### src/rtl/caesar_pkg.sv
// Shared Caesar constants and letter-rotation arithmetic, common to the
// encrypt and decrypt sides of the link.
package caesar_pkg;

    localparam int         ALPHA_LEN = 26;
    localparam logic [7:0] UPPER_A   = 8'h41;
    localparam logic [7:0] UPPER_Z   = 8'h5A;
    localparam logic [7:0] LOWER_A   = 8'h61;
    localparam logic [7:0] LOWER_Z   = 8'h7A;

    // Rotates letters by key within their own case; non-letters pass through.
    // key must already be below ALPHA_LEN.
    function automatic logic [7:0] alpha_shift(
        input logic [7:0] c,
        input logic [7:0] key,
        input logic       decrypt
    );
        logic       in_upper;
        logic       in_lower;
        logic [7:0] base;
        logic [8:0] off;
        logic [8:0] r;
        logic [7:0] result;

        in_upper = (c >= UPPER_A) && (c <= UPPER_Z);
        in_lower = (c >= LOWER_A) && (c <= LOWER_Z);
        if (in_upper) begin
            base = UPPER_A;
        end else begin
            base = LOWER_A;
        end
        off = {1'b0, c - base};

        if (decrypt) begin
            r = off - {1'b0, key};
            if (r[8]) begin
                r = r + 9'(ALPHA_LEN);
            end else begin
                r = r;
            end
        end else begin
            r = off + {1'b0, key};
            if (r >= 9'(ALPHA_LEN)) begin
                r = r - 9'(ALPHA_LEN);
            end else begin
                r = r;
            end
        end

        if (in_upper || in_lower) begin
            result = base + r[7:0];
        end else begin
            result = c;
        end
        return result;
    endfunction

endpackage

### src/rtl/caesar_decipher_stream_if.sv
// Single-direction ready/valid byte stream; the producer uses master, the
// consumer uses slave.
interface caesar_decipher_stream_if #(
    parameter int N = 8
);
    logic [N-1:0] data;
    logic         valid;
    logic         ready;

    modport master (output data, output valid, input ready);
    modport slave  (input data, input valid, output ready);
endinterface

### src/rtl/caesar_sub_core.sv
// Combinational per-byte decryption: modular subtract, or backward letter
// rotation when ALPHA_MODE is 1 (8-bit data only).
module caesar_sub_core
    import caesar_pkg::*;
#(
    parameter int N          = 8,
    parameter int ALPHA_MODE = 0
) (
    input  logic [N-1:0] i_cipher,
    input  logic [N-1:0] i_key,
    output logic [N-1:0] o_plain
);

    generate
        if (ALPHA_MODE == 1) begin : g_alpha
            assign o_plain = N'(alpha_shift(8'(i_cipher), 8'(i_key), 1'b1));
        end else begin : g_mod
            // Borrow falls off the top, giving the mod 2^N result.
            assign o_plain = i_cipher - i_key;
        end
    endgenerate

endmodule

### src/rtl/caesar_decipher_stream.sv
// Streaming Caesar decryptor: per-stream key register, ready/valid in and
// out, two-entry output buffer and a delivered-byte counter.
module caesar_decipher_stream
    import caesar_pkg::*;
#(
    parameter int N          = 8,
    parameter int ALPHA_MODE = 0,
    parameter int CNT_W      = 16
) (
    input  logic                     clk,
    input  logic                     rst,
    input  logic [N-1:0]             key_in,
    input  logic                     key_load,
    output logic                     key_valid,
    output logic                     key_err,
    caesar_decipher_stream_if.slave  s_if,
    caesar_decipher_stream_if.master m_if,
    output logic [CNT_W-1:0]         byte_cnt
);

    localparam logic [0:0] ST_NOKEY = 1'b0;
    localparam logic [0:0] ST_KEYED = 1'b1;

    logic [0:0]       r_state;
    logic [N-1:0]     r_key;
    logic             r_key_err;
    logic [N-1:0]     r_head;
    logic [N-1:0]     r_tail;
    logic [1:0]       r_fill;
    logic [CNT_W-1:0] r_byte_cnt;

    logic [0:0]       w_state_next;
    logic             w_key_legal;
    logic [N-1:0]     w_plain;
    logic             w_push;
    logic             w_pop;

    caesar_sub_core #(
        .N          (N),
        .ALPHA_MODE (ALPHA_MODE)
    ) u_core (
        .i_cipher (s_if.data),
        .i_key    (r_key),
        .o_plain  (w_plain)
    );

    assign key_valid  = (r_state == ST_KEYED);
    assign key_err    = r_key_err;
    assign byte_cnt   = r_byte_cnt;
    assign s_if.ready = (r_state == ST_KEYED) && (r_fill < 2'd2);
    assign m_if.valid = (r_fill != 2'd0);
    assign m_if.data  = r_head;

    assign w_push = s_if.valid && s_if.ready;
    assign w_pop  = m_if.valid && m_if.ready;

    // Letter mode only accepts shifts that stay inside the alphabet.
    always_comb begin
        if (ALPHA_MODE == 1) begin
            w_key_legal = (key_in < N'(ALPHA_LEN));
        end else begin
            w_key_legal = 1'b1;
        end
    end

    // Key state: only reset leaves KEYED.
    always_comb begin
        w_state_next = r_state;
        case (r_state)
            ST_NOKEY: begin
                if (key_load && w_key_legal) begin
                    w_state_next = ST_KEYED;
                end else begin
                    w_state_next = ST_NOKEY;
                end
            end
            ST_KEYED: w_state_next = ST_KEYED;
            default:  w_state_next = ST_NOKEY;
        endcase
    end

    // Key register, state and sticky rejection flag.
    always_ff @(posedge clk) begin
        if (rst) begin
            r_state   <= ST_NOKEY;
            r_key     <= {N{1'b0}};
            r_key_err <= 1'b0;
        end else begin
            r_state <= w_state_next;
            if (key_load) begin
                if (w_key_legal) begin
                    r_key     <= key_in;
                    r_key_err <= 1'b0;
                end else begin
                    r_key_err <= 1'b1;
                end
            end else begin
                r_key_err <= r_key_err;
            end
        end
    end

    // Two-entry output buffer; a push is never offered while full because
    // s_ready is low then.
    always_ff @(posedge clk) begin
        if (rst) begin
            r_head <= {N{1'b0}};
            r_tail <= {N{1'b0}};
            r_fill <= 2'd0;
        end else begin
            case (r_fill)
                2'd0: begin
                    if (w_push) begin
                        r_head <= w_plain;
                        r_fill <= 2'd1;
                    end else begin
                        r_fill <= 2'd0;
                    end
                end
                2'd1: begin
                    if (w_push && w_pop) begin
                        r_head <= w_plain;
                    end else if (w_push) begin
                        r_tail <= w_plain;
                        r_fill <= 2'd2;
                    end else if (w_pop) begin
                        r_fill <= 2'd0;
                    end else begin
                        r_fill <= 2'd1;
                    end
                end
                2'd2: begin
                    if (w_pop) begin
                        r_head <= r_tail;
                        r_fill <= 2'd1;
                    end else begin
                        r_fill <= 2'd2;
                    end
                end
                default: r_fill <= 2'd0;
            endcase
        end
    end

    // Delivered-byte counter; any key_load clears it, even on a pop cycle.
    always_ff @(posedge clk) begin
        if (rst) begin
            r_byte_cnt <= {CNT_W{1'b0}};
        end else if (key_load) begin
            r_byte_cnt <= {CNT_W{1'b0}};
        end else if (w_pop) begin
            r_byte_cnt <= r_byte_cnt + CNT_W'(1);
        end else begin
            r_byte_cnt <= r_byte_cnt;
        end
    end

endmodule

### src/flat_wrapper.sv
// flat-port wrapper written by rule: the top's interface ports become plain ports
module caesar_decipher_stream_flat import caesar_pkg::*;
#(
    parameter int N          = 8,
    parameter int ALPHA_MODE = 0,
    parameter int CNT_W      = 16
)
  (clk, rst, key_in, key_load, key_valid, key_err, byte_cnt, s_if_data, s_if_valid, s_if_ready, m_if_data, m_if_valid, m_if_ready);
  caesar_decipher_stream_if #(.N(N)) s_if_i ();
  caesar_decipher_stream_if #(.N(N)) m_if_i ();
  input  logic clk;
  input  logic rst;
  input  logic [N-1:0] key_in;
  input  logic key_load;
  output logic key_valid;
  output logic key_err;
  output logic [CNT_W-1:0] byte_cnt;
  input wire logic [$bits(s_if_i.data)-1:0] s_if_data;
  input wire logic [$bits(s_if_i.valid)-1:0] s_if_valid;
  output wire logic [$bits(s_if_i.ready)-1:0] s_if_ready;
  output wire logic [$bits(m_if_i.data)-1:0] m_if_data;
  output wire logic [$bits(m_if_i.valid)-1:0] m_if_valid;
  input wire logic [$bits(m_if_i.ready)-1:0] m_if_ready;
  assign s_if_i.data = s_if_data;
  assign s_if_i.valid = s_if_valid;
  assign s_if_ready = s_if_i.ready;
  assign m_if_data = m_if_i.data;
  assign m_if_valid = m_if_i.valid;
  assign m_if_i.ready = m_if_ready;
  caesar_decipher_stream #(.N(N), .ALPHA_MODE(ALPHA_MODE), .CNT_W(CNT_W)) u_core (.clk(clk), .rst(rst), .key_in(key_in), .key_load(key_load), .key_valid(key_valid), .key_err(key_err), .s_if(s_if_i), .m_if(m_if_i), .byte_cnt(byte_cnt));
endmodule
### config.mk
export PLATFORM = sky130hd
export DESIGN_NAME = caesar_decipher_stream_flat
export DESIGN_NICKNAME = d
export VERILOG_FILES = /design/src/rtl/caesar_pkg.sv /design/src/rtl/caesar_decipher_stream_if.sv /design/src/rtl/caesar_sub_core.sv /design/src/rtl/caesar_decipher_stream.sv /design/src/flat_wrapper.sv
export SDC_FILE = /design/constraint.sdc
export NUM_CORES = 1
export LEC_CHECK = 0
export ABC_AREA = 1
export CELL_PAD_IN_SITES_DETAIL_PLACEMENT = 0
export CELL_PAD_IN_SITES_GLOBAL_PLACEMENT = 1
export CORE_ASPECT_RATIO = 0.75
export CORE_MARGIN = 1
export CORE_UTILIZATION = 38
export DETAILED_ROUTE_END_ITERATION = 7
export PLACE_DENSITY_LB_ADDON = 0.1
export RECOVER_POWER = 100
export SKIP_LAST_GASP = 1
export SLEW_MARGIN = 0
export SYNTH_ARGS = -nofsm -noshare
export SYNTH_HDL_FRONTEND = slang
export SYNTH_HIERARCHICAL = 1
export SYNTH_SLANG_ARGS = --single-unit
### constraint.sdc
create_clock -name clk -period 2.7 [get_ports clk]
set_input_delay 0.675 -clock clk [delete_from_list [all_inputs] [get_ports clk]]
set_output_delay 0.675 -clock clk [all_outputs]
set_load 0.005 [all_outputs]
Word level (Yosys, flattened, before mapping)
Cells that the tools add are included.
W data, S select, Z words.
{"block": "word_totals", "word_cells": 39, "regBits": 43, "out_inout_bits": 28}
{"block": "classes", "reduce_logical": 10, "bitwise_logic": 2, "eq_ne": 6, "addsub": 2, "n_mux": 12, "order_cmp": 1}
{"op": "$mux W8", "n": 3}
{"op": "$pmux W8 S3", "n": 1}
{"op": "$add A16 B1 Y16 const B", "n": 1}
{"op": "$sub A8 B8 Y8", "n": 1}
{"op": "$mux W2", "n": 3}
{"op": "$ne A2 B1 Y1 const B", "n": 3}
{"op": "$pmux W2 S3", "n": 1}
{"op": "$logic_and A1 B1 Y1", "n": 4}
{"op": "$reduce_and A4 Y1", "n": 1}
{"op": "$mux W1", "n": 3}
{"op": "$reduce_and A3 Y1", "n": 1}
{"op": "$reduce_bool A3 Y1", "n": 1}
{"op": "$eq A2 B1 Y1 const B", "n": 1}
{"op": "$eq A2 B2 Y1 const B", "n": 1}
{"op": "$logic_not A2 Y1", "n": 1}
{"op": "$lt A2 B2 Y1 const B", "n": 1}
{"op": "$ne A2 B2 Y1 const B", "n": 1}
{"op": "$not A1 Y1", "n": 2}
{"op": "$pmux W1 S2", "n": 1}
{"op": "$reduce_bool A2 Y1", "n": 1}
{"op": "$reduce_or A2 Y1", "n": 1}

Logic depth before layout (Yosys ltp)
{"block": "depth", "depth_word": 6, "ltp_mapped": 14, "ltp_nobuf": 14}

Modules after synthesis
Netlist, hierarchy kept.
{"mod": "caesar_decipher_stream", "n_inst": 1, "area_each_um2": 1866.8, "seq_area_each_um2": 860.8, "cells_each": 267}
{"mod": "caesar_sub_core", "n_inst": 1, "area_each_um2": 351.6, "seq_area_each_um2": 0.0, "cells_each": 62}

Worst setup path after synthesis
Ideal clock, no wire load.
{"block": "synth_path", "kind": "input port to flip-flop", "startpoint": "input s_if_data[0]", "endpoint": "register u_core.r_head[6], in the netlist u_core/m_if.data[6]", "arrival_ps": 1854, "slack_ps": 730, "t_required_ps": 2584, "setup_time_ps": 116, "cell_stages": 14, "cell_sequence": "inv_1 -> ha_1 -> inv_1 -> fa_1 -> nand2_1 -> nand2_1 -> nand3b_1 -> nand2_1 -> nand2_1 -> nand2_1 -> nand2_1 -> nand2_1 -> nor2_1 -> nor2_1"}
{"block": "synth_via", "elab_chain_len": 3, "word_cells_on_any_way": 4, "classes_between": "add/sub (1); mux (3)"}
{"element": "start: declaration", "line_no": "flat_wrapper.sv:18", "source": "input wire logic [$bits(s_if_i.data)-1:0] s_if_data;"}
{"element": "$sub A8 B8 Y8 (*)", "line_no": "caesar_sub_core.sv:19", "source": "assign o_plain = i_cipher - i_key;"}
{"element": "via u_core.w_plain[6]", "line_no": "caesar_decipher_stream.sv:34", "source": "logic [N-1:0] w_plain;"}
{"element": "$mux W8 (on tied branches)", "line_no": "caesar_decipher_stream.sv:121, caesar_decipher_stream.sv:113"}
{"element": "$pmux W8 S3 (*)", "line_no": "caesar_decipher_stream.sv:111", "source": "case (r_fill)"}
{"element": "end signal: assignment", "line_no": "caesar_decipher_stream.sv:107", "source": "r_head <= {N{1'b0}};"}
{"element": "end signal: assignment", "line_no": "caesar_decipher_stream.sv:114", "source": "r_head <= w_plain;"}
{"element": "end signal: assignment", "line_no": "caesar_decipher_stream.sv:122", "source": "r_head <= w_plain;"}
{"element": "end: declaration", "line_no": "caesar_decipher_stream.sv:27", "source": "logic [N-1:0] r_head;"}
Mark *: on every way through the listed nets, which the timed path passes. The rest lies on a longest branch. The select of a mux whose other input is x is not followed.
A chain may end at the register's enable or synchronous reset.

Worst setup path after layout
Ends and elaborated chain as after synthesis.

==> results.md <==
- GPL Wtd Cong: 0.768
- Reg power frac: 50.8%
- Worst-path cell chain: dlygate4sd3_1, inv_1, ha_1, inv_1, fa_1, nand2_1, nand2_1, nand3b_1, nand2_1, nand2_1, nand2_1, nand2_1, nand2_1, nor2_1, nor2_1
- Worst rel slew slack: 52.6%
- CTS H-Tree Depth: 2
- Critical Path Most Common Cell: nand2_1
- Crit path kind: in -> reg
- P_leak: 0.00124 uW
- Post-DR vias/cell: 4.63
- Crit path max-delay cell type: dlygate4sd3_1
- DRC: 0
- Synthesized net count: 359
- Worst-Skew Late Latency: 0.29 ns
- Int Pwr: 966 uW
- Total CTS buffers: 5
- Post-synthesis register bit count: 43
- Nets@finish: 407
- Sw frac: 26.8%
- R2R depth: 5
- Port bufs: 47
- Crit end category: flip-flop
- Inst Count DP: 445
- Comb power frac: 18.1%
- Resize count post-CTS: 0
- Core Rows: 23
- Area Growth Syn to Fin: 26.7%
- TNS Setup: 0 ns
- Die Span Y: 68.2 um
- Max-slew violation count: 0
- Fillers: 581
- Netlist Area Pre-Place: 2220 um2
- Total core area: 5470 um2
- Clock Tree Root: clkbuf_8
- Final cell count without fillers: 452
- Initial core utilization: 40.6%
- Fraction of final layout cells sized beyond drive strength 1: 4.51%
- Final setup viols: 0
- GR Overflow Total: 0
- PD cells: 470 nW/um2
- Clk pwr share: 31.1%
- Area post-placement: 2750 um2
- Yosys cell types: 30
- DP HPWL: 3.83 mm
- Max Clk Rate: 0.424 GHz
- Initial antenna violation count: 0
- Hold Crit Depth: 2
- Layout Skew: 0.00485 ns
- CP peak stage delay: 0.55 ns
- Synth top area cells: dfxtp_1 (39%), nor2_1 (12%), nand2_1 (10%), o21ai_0 (8.3%), inv_1 (6.8%)
- R2R Setup Slk: 0.61 ns
- Post-CTS Hold Fix Bufs: 0
- CTS sink count: 43
- Sequential element share of the synthesized area: 38.8%
- Post-synth top area share: 38.8%
- Drt initial violations: 114
- Die Footprint: 6150 um2
- Worst VDD drop: 217 uV
- Die X-Extent: 90.2 um
- Post-DRT Antenna Nets: 0
- Postcts setup bufs: 0
- Clock-pin slew on the worst setup and hold paths: 0.08 ns
- CTS tree: built
- Total wire length: 5.09 mm
- CP max FO: 2
- Largest net degree at the start of global routing: 25
- Syn_area_per_cell: 6.74 um2
- Antenna Cells: 0
- Io pins: 49
- Final Hold Viols: 0
- Routed via count: 2,093
- Psw: 354 uW
- RSZ-0062 raised after global routing: no
- HP Class: reg -> reg
- Post-synth top area cell: dfxtp_1
- Tot Pwr: 1320 uW
- Worst setup SP type: input port
- DRT Pass-1 Iters: 4
- Minimum clock period: 2.36 ns
- Worst EP required: 2.88 ns
- Critical Path AT: 2.54 ns
- Ys Warns: 6
- Cells after synthesis: 329
- Final Cell Area: 2810 um2
- Final clock period utilization by the worst path: 87.4%
- DR WL/cell: 11.3 um
- First-pass GRT wire length: 8.36 mm
- Vias in the first global route: 1,746
- MaxCap Viol Count: 0
- Max Root-Sink Buffers: 2
- Measured slew at the worst slew-check pin: 0.710 ns
- Tot GR Track Use: 17.2%
- Hold slack: 0.448 ns
- Status: finished, final reports clean
## routing by layer
layer	up-vias	global-route usage (%)	routed length [um]	part of all wire, %
li1	1132	-	-	-
met1	907	26.6	2900	57
met2	52	23.5	1910	37
met3	2	4.00	255	5.0
met4	0	4.23	27	0.53
met5	-	0	0	0
## final timing paths
path / endpoint / startpoint
setup / recovery: u_core/m_if.data[6] / s_if_data[0]
hold / removal: u_core/r_tail[4] / u_core/r_tail[4]
setup reg to reg: u_core/m_if.data[0] / u_core/r_fill[1]
hold reg to reg: u_core/r_tail[4] / u_core/r_tail[4]
## power groups by stage
stage               clock network, uW  registers (uW)  logic (uW)
floorplan                           0             685         152
global placement                    0             687         249
detailed placement                  0             687         250
CTS                               429             673         251
global route                      454             675         273
finish                            410             671         239
## cells by family (layout without fill, tap and decap cells)
kind of cell    count (synthesis)  count (layout)  share of synthesized area (%)
compound gates                 59              59                           14.2
xor+xnor                        4               4                           1.58
fa+ha+maj                       9               9                           5.41
buf+inv                        51              99                           9.47
flops                          43              43                           38.8
other cells                     1               1                          0.169
simple gates                  162             162                           30.3
## worst max-delay path, delay by kind of cell
kind | cells | cell delay [ns]
fa+ha+maj | 2 | 0.52
buf+inv | 3 | 0.67
simple gates | 10 | 0.68
## through the flow
step                      worst slack, ns  util [%]
final                               0.340      51.4
after global routing                0.213      51.4
after CTS                           0.465      51.9
after detailed placement            0.174      50.3
after global placement              0.199      50.3
after floorplan                     0.730         -
## flip-flops by register name, indices dropped and copies added (netlist names)
signal and flops:
u_core/key_valid 1, u_core/m_if.data 8, u_core/r_tail 8, u_core/r_fill 2, u_core/byte_cnt 16, u_core/r_key 8
## area by class of cell
cell class | count | area, um2 | share of cell area [%]
repair buffers | 49 | 482 | 17.1
flip-flops and latches | 43 | 861 | 30.6
multi-input cells | 235 | 1130 | 40.1
inverters | 43 | 161 | 5.74
clock buffers | 6 | 82.6 | 2.94
well taps | 75 | 93.8 | 3.34
clock inverters | 1 | 5.00 | 0.178
## cells in the mapped netlist
library cell / number
inv_2: 2
nand3b_1: 2
buf_2: 3
fa_1: 1
inv_1: 40
nand2_2: 2
nand4_1: 3
or2_1: 1
nor3_1: 1
nor2_4: 1
buf_6: 1
conb_1: 1
a21oi_4: 1
clkbuf_1: 1
buf_1: 1
a31oi_1: 1
nand3_1: 17
nor2_2: 5
buf_4: 2
dfxtp_1: 43
xnor2_1: 1
o21ai_2: 1
o21ai_0: 37
nand2_1: 62
clkinv_1: 1
a21oi_1: 18
nor2_1: 68
xor2_1: 3
ha_1: 8
a21oi_2: 1
## placed cells by master (no fill, tap or decap), drive strengths merged, types with 2 or more instances in the layout
cell type      synthesis  routed
nand3                 17      17
clkdlybuf4s50          0      17
inv                   42      42
xor2                   3       3
clkbuf                 1       7
o21ai                 38      38
nor2                  74      74
nand3b                 2       2
nand2                 64      64
a21oi                 20      20
clkinv                 1       2
ha                     8       8
dlygate4sd3            0      30
nand4                  3       3
dfxtp                 43      43
No activity file was read; power rests on OpenSTA's default activity.
